### src/rtl/kt_cpu_mc.sv
// kt_cpu_mc: multicycle A/B/R accumulator core with req/ack program and RAM ports
// and a bounded hardware return stack that halts on overflow/underflow.
module kt_cpu_mc #(
    parameter int DATA_W      = 8,
    parameter int RADDR_W     = 5,
    parameter int PADDR_W     = 8,
    parameter int INSN_W      = 11,
    parameter int STACK_DEPTH = 4
) (
    input  logic               clk_i,
    input  logic               rst_i,
    output logic               p_req_o,
    output logic [PADDR_W-1:0] p_addr_o,
    input  logic [INSN_W-1:0]  p_data_i,
    input  logic               p_ack_i,
    output logic               ram_req_o,
    output logic               ram_we_o,
    output logic [RADDR_W-1:0] ram_addr_o,
    output logic [DATA_W-1:0]  ram_data_o,
    input  logic [DATA_W-1:0]  ram_data_i,
    input  logic               ram_ack_i,
    output logic               halted_o,
    output logic               fault_o
);

    localparam int OPND_W = INSN_W - 3;
    localparam int SP_W   = $clog2(STACK_DEPTH + 1);

    localparam logic [2:0] C_LDA  = 3'd0;
    localparam logic [2:0] C_LDB  = 3'd1;
    localparam logic [2:0] C_ORB  = 3'd2;
    localparam logic [2:0] C_ALU  = 3'd3;
    localparam logic [2:0] C_STR  = 3'd4;
    localparam logic [2:0] C_JZ   = 3'd5;
    localparam logic [2:0] C_CALL = 3'd6;
    localparam logic [2:0] C_RET  = 3'd7;

    typedef enum logic [2:0] {
        S_BOOT,
        S_FETCH,
        S_EXEC,
        S_MEM,
        S_HALT
    } state_t;

    state_t              state, state_n;
    logic [PADDR_W-1:0]  pc, pc_n, pc_inc, stack_top;
    logic [DATA_W-1:0]   a, a_n, b, b_n, r, r_n, alu_res, opnd_d;
    logic [INSN_W-1:0]   ir, ir_n;
    logic [SP_W-1:0]     sp, sp_n;
    logic                fault_n, push;
    logic [PADDR_W-1:0]  stack [STACK_DEPTH];

    logic [2:0]               cls;
    logic [OPND_W-1:0]        opnd;
    logic [DATA_W+OPND_W-1:0] opnd_wide;

    assign cls       = ir[INSN_W-1 -: 3];
    assign opnd      = ir[OPND_W-1:0];
    // Zero-extends or truncates the operand to DATA_W for either width relation.
    assign opnd_wide = {{DATA_W{1'b0}}, opnd};
    assign opnd_d    = opnd_wide[DATA_W-1:0];
    assign pc_inc    = pc + PADDR_W'(1);

    assign p_addr_o   = pc;
    assign ram_data_o = r;

    always_comb begin
        alu_res = '0;
        case (opnd[3:0])
            4'd0: alu_res = a + b;
            4'd1: alu_res = a - b;
            4'd2: alu_res = a & b;
            4'd3: alu_res = a | b;
            4'd4: alu_res = a ^ b;
            4'd5: alu_res = ~a;
            4'd6: alu_res = {a[DATA_W-2:0], 1'b0};
            4'd7: alu_res = {1'b0, a[DATA_W-1:1]};
            4'd8: alu_res = a;
            4'd9: alu_res = b;
            default: alu_res = '0;
        endcase
    end

    always_comb begin
        stack_top = '0;
        for (int i = 0; i < STACK_DEPTH; i++) begin
            if (sp == SP_W'(i + 1)) stack_top = stack[i];
        end
    end

    // Handshake: a request is held, with address stable, from the cycle it rises
    // until the cycle the matching ack is sampled high; acks seen in any other
    // state are ignored.
    always_comb begin
        state_n = state;
        pc_n    = pc;
        a_n     = a;
        b_n     = b;
        r_n     = r;
        ir_n    = ir;
        sp_n    = sp;
        fault_n = fault_o;
        push    = 1'b0;
        case (state)
            S_BOOT: state_n = S_FETCH;
            S_FETCH: begin
                if (p_ack_i) begin
                    ir_n    = p_data_i;
                    state_n = S_EXEC;
                end
            end
            S_EXEC: begin
                state_n = S_FETCH;
                case (cls)
                    C_LDA, C_LDB, C_STR: state_n = S_MEM;
                    C_ORB: begin
                        b_n  = b | opnd_d;
                        pc_n = pc_inc;
                    end
                    C_ALU: begin
                        r_n  = alu_res;
                        pc_n = pc_inc;
                    end
                    // Low PADDR_W operand bits equal the sign-extended offset mod 2^PADDR_W.
                    C_JZ: pc_n = (r == '0) ? pc + opnd[PADDR_W-1:0] : pc_inc;
                    C_CALL: begin
                        if (sp == SP_W'(STACK_DEPTH)) begin
                            fault_n = 1'b1;
                            state_n = S_HALT;
                        end else begin
                            push = 1'b1;
                            sp_n = sp + SP_W'(1);
                            pc_n = opnd[PADDR_W-1:0];
                        end
                    end
                    default: begin
                        if (sp == '0) begin
                            fault_n = 1'b1;
                            state_n = S_HALT;
                        end else begin
                            sp_n = sp - SP_W'(1);
                            pc_n = stack_top;
                        end
                    end
                endcase
            end
            S_MEM: begin
                if (ram_ack_i) begin
                    if (cls == C_LDA) a_n = ram_data_i;
                    if (cls == C_LDB) b_n = ram_data_i;
                    pc_n    = pc_inc;
                    state_n = S_FETCH;
                end
            end
            S_HALT: state_n = S_HALT;
            default: state_n = S_BOOT;
        endcase
    end

    always_ff @(posedge clk_i or posedge rst_i) begin
        if (rst_i) begin
            state      <= S_BOOT;
            pc         <= '0;
            a          <= '0;
            b          <= '0;
            r          <= '0;
            ir         <= '0;
            sp         <= '0;
            p_req_o    <= 1'b0;
            ram_req_o  <= 1'b0;
            ram_we_o   <= 1'b0;
            ram_addr_o <= '0;
            halted_o   <= 1'b0;
            fault_o    <= 1'b0;
            for (int i = 0; i < STACK_DEPTH; i++) stack[i] <= '0;
        end else begin
            state     <= state_n;
            pc        <= pc_n;
            a         <= a_n;
            b         <= b_n;
            r         <= r_n;
            ir        <= ir_n;
            sp        <= sp_n;
            p_req_o   <= (state_n == S_FETCH);
            ram_req_o <= (state_n == S_MEM);
            ram_we_o  <= (state_n == S_MEM) && (cls == C_STR);
            if (state_n == S_MEM) ram_addr_o <= opnd[RADDR_W-1:0];
            halted_o  <= (state_n == S_HALT);
            fault_o   <= fault_n;
            for (int i = 0; i < STACK_DEPTH; i++) begin
                if (push && sp == SP_W'(i)) stack[i] <= pc_inc;
            end
        end
    end

endmodule
### config.mk
export PLATFORM = sky130hd
export DESIGN_NAME = kt_cpu_mc
export DESIGN_NICKNAME = d
export VERILOG_FILES = /design/src/rtl/kt_cpu_mc.sv
export SDC_FILE = /design/constraint.sdc
export NUM_CORES = 1
export LEC_CHECK = 0
export BUFFER_PORTS_ARGS = -buffer_cell sky130_fd_sc_hd__buf_4
export CAP_MARGIN = 30
export CORE_AREA = 2 2 134 136
export CTS_BUF_LIST = sky130_fd_sc_hd__clkbuf_8
export DETAILED_ROUTE_END_ITERATION = 8
export DIE_AREA = 0 0 136 138
export PLACE_DENSITY = 0.6
export SYNTH_ARGS = -nofsm -noshare
export SYNTH_HDL_FRONTEND = slang
export SYNTH_SLANG_ARGS = --single-unit
### constraint.sdc
create_clock -name clk_i -period 3.65 [get_ports clk_i]
set_input_delay 0.365 -clock clk_i [delete_from_list [all_inputs] [get_ports clk_i]]
set_output_delay 0.365 -clock clk_i [all_outputs]
set_load 0.03 [all_outputs]
==> out/results.txt, run 1 <==
Layout Cell Area excl Fill -> 0.006785 mm2
Ant diodes -> 0
Slew @ Worst Pin -> 0.8511 ns
Vias after detailed routing -> 4,991
Nature of the critical path endpoint -> flop
Yosys reg bits -> 91
Crit-path max FO -> 7
Max_slew headroom -> 43.26%
CTS root buf -> clkbuf_8
Clk_skew -> 0.01984 ns
Leakage -> 2.940 nW
Most common cell after layout, fill and taps aside -> nand2_1
RSZ-0062 raised after global routing -> no
Final setup vio count -> 0
CTS Buf Count -> 9
Setup CP Type -> flop to flop
Most frequent cells in the layout -> nand2_1, dfrtp_1, o21ai_0
Most used DFF post-synth -> dfrtp_1
Layout cells sized above 1 -> 16.97%
Post-CTS setup buffer count -> 0
# H-tree levels -> 3
Clk Latency, worst-skew pair -> 0.39 ns
Initial antenna violation count -> 0
Clock slew at reported path FFs -> 0.11 ns
Tightest Hold Check Type -> input port to async pin
Die W -> 136 um
Layout area overhead -> 13.05%
Net Count, Synth -> 727
CTS tree -> yes
Antenna Nets Post-Route -> 0
First-pass GRT wire length -> 26.28 mm
Via/cell ratio -> 5.332
Tmin final -> 2.774 ns
Netlist cell types -> 71
Data required, critical path -> 3.92 ns
Max cap viols -> 0
Core box area -> 0.01753 mm2
Final cycle utilization of the critical path -> 76.00%
Initial DRC Count -> 384
Post-DP HPWL -> 11.84 mm
Post-synth EDFFs -> 0
Pwr Density -> 932.0 mW/mm2
DRC -> 0
Hold Fails Final Rpt -> 0
Post-Syn Instances -> 664
Syn. warnings -> 0
Status -> finished clean
Post-DP Area -> 0.006565 mm2
Largest cells by area after synthesis -> dfrtp_1, ha_1, nand2_1, o21ai_0, a21oi_1
Total Routed Length -> 15.74 mm
Top cell type's share of synthesized area -> 37.94%
Post_cts resized -> 0
Mapped cell area -> 0.006002 mm2
Syn avg cell area -> 9.039 um2
DR pass1 iterations -> 5
Vias in the first global route -> 4,806
Worst vdd ir -> 0.3987 mV
# clock sinks -> 91
Chip height -> 138 um
Initial Utilization -> 34.23%
Total grt overflow -> 0
Setup crit start kind -> flop
Hold_buf cts -> 0
Fmax -> 360.5 MHz
Per-cell routed wire length -> 16.82 um
# rows -> 49
Yosys top cell by area -> dfrtp_1
Async set or reset register ratio after synthesis -> 100.0%
Seq/Total Area, Yosys -> 37.94%
Setup TNS -> 0 ns
Final nets -> 766
Filler instances -> 1,858
Largest net degree at the start of global routing -> 41
Gr usage total -> 17.58%
I/O Buffers -> 48
CTS max path bufs -> 2
Final Max Tran Viols -> 0
Die area -> 0.01877 mm2
Top Ports -> 49
Placer Congestion -> 0.8203
Crit path arrival time -> 3.04 ns
cell usage after synthesis (4+ instances only):
cell,instances
nand2_1,92
dfrtp_1,91
o21ai_0,60
nor2_1,53
a21oi_1,43
ha_1,38
inv_1,33
o21ai_1,23
xnor2_1,21
a221oi_1,14
clkbuf_1,12
o22ai_1,11
mux2_2,10
nand3_1,10
a22oi_1,8
mux2_4,8
a211oi_1,7
buf_2,7
nor3_1,7
nand2b_1,6
nor2b_1,6
xor2_1,6
a31oi_1,5
buf_6,5
o211ai_1,5
and3_1,4
nand2_2,4
o21a_1,4
or4_4,4
where the power goes:
part / internal, mW / switching, mW / total, mW
Combinational: 1.55 / 2.17 / 3.72
Clock: 0.392 / 0.408 / 0.799
Sequential: 1.33 / 0.470 / 1.80
per-layer routing:
metal,GRT usage (%),part of all wire (%)
met1,24.94,47
met2,27.37,47
met3,3.044,3.8
met4,5.263,1.9
met5,0,0
final timing paths:
check,startpoint,end,slack (ns),cells after the start
max in group asynchronous,rst_i,b[6],2.78,4
setup reg to reg,ir[1],ram_data_o[6],0.88,11
min in group clk_i,p_data_i[0],ir[0],0.18,3
hold / removal,rst_i,stack[31],0.002,2
hold reg to reg,fault_o,fault_o,0.49,1
setup / recovery,ir[1],ram_data_o[6],0.88,11
worst max-delay path, cell delays in order, from the launching register on:
cell and delay [ns]:
dfrtp_1 0.38, nand2b_1 0.17, nor3_2 0.37, nor2_1 0.11, xnor2_1 0.15, ha_1 0.33
nor2b_1 0.16, o31a_1 0.26, o21a_1 0.18, or3_1 0.30, a31oi_1 0.16, o21ai_0 0.10
flip-flops by register name, summed over array words and instances (netlist names):
name / count
stack: 32
ir: 11
a: 8
b: 8
p_addr_o: 8
ram_data_o: 8
ram_addr_o: 5
sp: 3
state: 3
fault_o: 1
halted_o: 1
p_req_o: 1
ram_req_o: 1
ram_we_o: 1
final cells by class:
type,count,area [um2],share of cell area (%)
well taps,229,286.5,4.223
repair buffers,57,440.4,6.491
multi-input cells,509,3427,50.51
clock buffers,9,123.9,1.826
clock inverters,6,96.34,1.420
flip-flops and latches,91,2277,33.56
inverters,35,133.9,1.973
cell families (layout without fill, tap and decap cells):
| family | count (synthesis) | after routing | synth area share (%) |
|---|---|---|---|
| and+or+nand+nor | 212 | 212 | 17.47 |
| muxes | 22 | 22 | 4.962 |
| buffers and inverters | 64 | 107 | 4.961 |
| xor gates and xnor gates | 28 | 28 | 4.211 |
| AOI/OAI and AO/OA | 207 | 207 | 21.87 |
| DFF | 91 | 91 | 37.94 |
| adders and majority gates | 40 | 40 | 8.589 |
through the flow:
step	hold WS [ns]	setup WS, ns	utilization [%]	std cells	power [mW]
after floorplan	0.4474	0.9214	-	664	4.544
after global routing	0.02864	0.7127	38.70	936	6.875
after CTS	0.003550	0.8479	38.70	936	6.352
final	0.001882	0.8759	38.70	936	6.324
after detailed placement	0.4430	0.8620	37.44	921	5.533
after global placement	0.4631	0.9253	37.33	920	5.497
No activity file was read; power rests on OpenSTA's default activity.
==> run 2: changes to the inputs <==
==> constraint.sdc (replaced) <==
create_clock -name clk_i -period 2.65 [get_ports clk_i]
set_input_delay 0.265 -clock clk_i [delete_from_list [all_inputs] [get_ports clk_i]]
set_output_delay 0.265 -clock clk_i [all_outputs]
set_load 0.03 [all_outputs]
==> run 2 against run 1 <==
- the flow now finishes with violations (hold timing)
- first-iteration DRC count shrank 6.3%
- largest power group unchanged
- global-route usage rose by 0.65 points
- via count is 2.5% higher
- critical path depth rose by 2
- clock skew up 0.0012 ns
- highest routed layer unchanged
- critical path type unchanged
- worst setup slack worse by 0.76 ns
- sequential power increased by 37%
- final cell count grew 2.6%
- utilization is 1.2 points higher
==> out/results.txt, run 2 (synthesis results as in run 1) <==
Status -> finished, violations left
Failing checks -> hold timing
Tot Pwr -> 9.053 mW (+43%)
Clk_skew -> 0.02107 ns (+0.001232 ns)
Hold Fails Final Rpt -> 12 (+12)
Final worst slack -> 0.1126 ns (-0.7632 ns)
Leakage -> 3.067 nW (+4.3%)
Layout cells sized above 1 -> 20.52% (+3.5 points)
RSZ-0062 raised after global routing -> yes
Fmax -> 394.1 MHz (+9.3%)
Max_slew headroom -> 62.76% (+19 points)
Final nets -> 789 (+3.0%)
Final Max Tran Viols -> 0 (unchanged)
Most frequent cells in the layout -> nand2_1, dfrtp_1, buf_4
Most common cell after layout, fill and taps aside -> nand2_1
Pwr Density -> 1296 mW/mm2 (+39%)
Max reg flops -> 32 (unchanged)
Vias after detailed routing -> 5,114 (+2.5%)
Initial DRC Count -> 360 (-6.3%)
Top reg by flops -> stack
# rows -> 49 (unchanged)
DR pass1 iterations -> 6 (+1)
Nature of the critical path endpoint -> flop
CTS Buf Count -> 9 (unchanged)
I/O Buffers -> 48 (unchanged)
Slew @ Worst Pin -> 0.5547 ns (-0.2964 ns)
Fin util -> 39.85% (+1.2 points)
Crit-path max FO -> 5 (-2)
Final setup vio count -> 0 (unchanged)
Post-DP HPWL -> 11.90 mm (+0.55%)
# H-tree levels -> 3 (unchanged)
Gr usage total -> 18.23% (+0.65 points)
Crit path arrival time -> 2.82 ns (-0.22 ns)
Antenna Nets Post-Route -> 0 (unchanged)
Total grt overflow -> 0 (unchanged)
Via/cell ratio -> 5.327 (about the same)
Worst vdd ir -> 0.4901 mV (+23%)
CTS max path bufs -> 2 (unchanged)
CTS root buf -> clkbuf_8
Data required, critical path -> 2.93 ns (-0.99 ns)
First-pass GRT wire length -> 27.09 mm (+3.1%)
# clock sinks -> 91 (unchanged)
Layout Cell Area excl Fill -> 0.006988 mm2 (+3.0%)
Die W -> 136 um (unchanged)
Biggest regs -> stack x32, ir x11
Setup CP Type -> flop to flop
DP Worst Slack -> 0.05058 ns (-0.8114 ns)
Non-Filler Instances -> 960 (+2.6%)
Layout area overhead -> 16.43%
Setup TNS -> 0 ns (unchanged)
Placer Congestion -> 0.8744 (+6.6%)
DRC -> 0 (unchanged)
Initial Utilization -> 34.23% (unchanged)
Top Ports -> 49 (unchanged)
Ant diodes -> 0 (unchanged)
Clock slew at reported path FFs -> 0.11 ns (about the same)
Vias in the first global route -> 4,931 (+2.6%)
Tightest Hold Check Type -> input port to async pin
Clk Latency, worst-skew pair -> 0.40 ns (about the same)
Die area -> 0.01877 mm2 (unchanged)
Hold slack -> -0.02678 ns (-0.02866 ns)
Largest net degree at the start of global routing -> 92 (+120%)
Setup crit start kind -> flop
Core box area -> 0.01753 mm2 (unchanged)
Final cycle utilization of the critical path -> 95.75% (+20 points)
Tmin final -> 2.537 ns (-0.2368 ns)
Max cap viols -> 0 (unchanged)
Total Routed Length -> 16.17 mm (+2.7%)
Post-DP Area -> 0.006708 mm2 (+2.2%)
Initial antenna violation count -> 0 (unchanged)
Chip height -> 138 um (unchanged)
Placed insts -> 940 (+2.1%)
Per-cell routed wire length -> 16.84 um (+0.15%)
CTS tree -> yes
## run 2: cell count changes in the layout (fill, tap and decap cells not counted), moves of 2 or more
cell       before  now
buf_4          56   78
nor2b_1         6    4
clkbuf_8        9   11
bufinv_16       2    0
## run 2: per-layer routing
| metal | track usage (%) | part of all wire (%) |
|---|---|---|
| met1 | 25.64 | 48 |
| met2 | 28.25 | 46 |
| met3 | 3.264 | 3.5 |
| met4 | 6.195 | 2.4 |
| met5 | 0 | 0 |
## run 2: repair_timing
item / in CTS / in global routing
gates resized for setup: 1 / 10
setup buffers: 0 / 4
pin swaps: 0 / 10
endpoints found under the hold margin: 0 / 0
hold buffers: 0 / 0
endpoints found under the setup margin: 1 / 3
## run 2: cell type report
cell class | count | area (um2)
tap | 229 | 286.5
clock inverter | 5 | 43.79
sequential | 91 | 2277
timing repair buffer | 80 | 616.8
inverter | 35 | 133.9
fill | 1796 | 10550
clock buffer | 11 | 151.4
multi-input combinational | 509 | 3478
## run 2: worst paths after layout
kind | depth (start not counted) | slack (ns) | startpoint | end
max | 13 | 0.11 | ir[0] | ram_data_o[6]
min | 3 | -0.03 | rst_i | stack[23]
max reg2reg | 13 | 0.11 | ir[0] | ram_data_o[6]
min reg2reg | 2 | 0.49 | stack[23] | stack[23]
max in group asynchronous | 3 | 2.28 | rst_i | p_addr_o[1]
min in group clk_i | 3 | 0.07 | p_data_i[2] | ir[2]
## run 2: power breakdown
part           switching, mW  internal, mW
combinational           3.19          2.44
sequential             0.624          1.83
clock                  0.566         0.404
## run 2: critical path, cell delays in order (launching register included)
cell	delay (ns)
dfrtp_1	0.43
nand2b_4	0.09
nor3_2	0.04
buf_4	0.15
buf_6	0.12
a21oi_1	0.14
xnor2_1	0.10
ha_1	0.37
o21a_1	0.14
o31a_1	0.11
o21a_1	0.20
or3_1	0.30
a31oi_1	0.17
o21ai_1	0.08
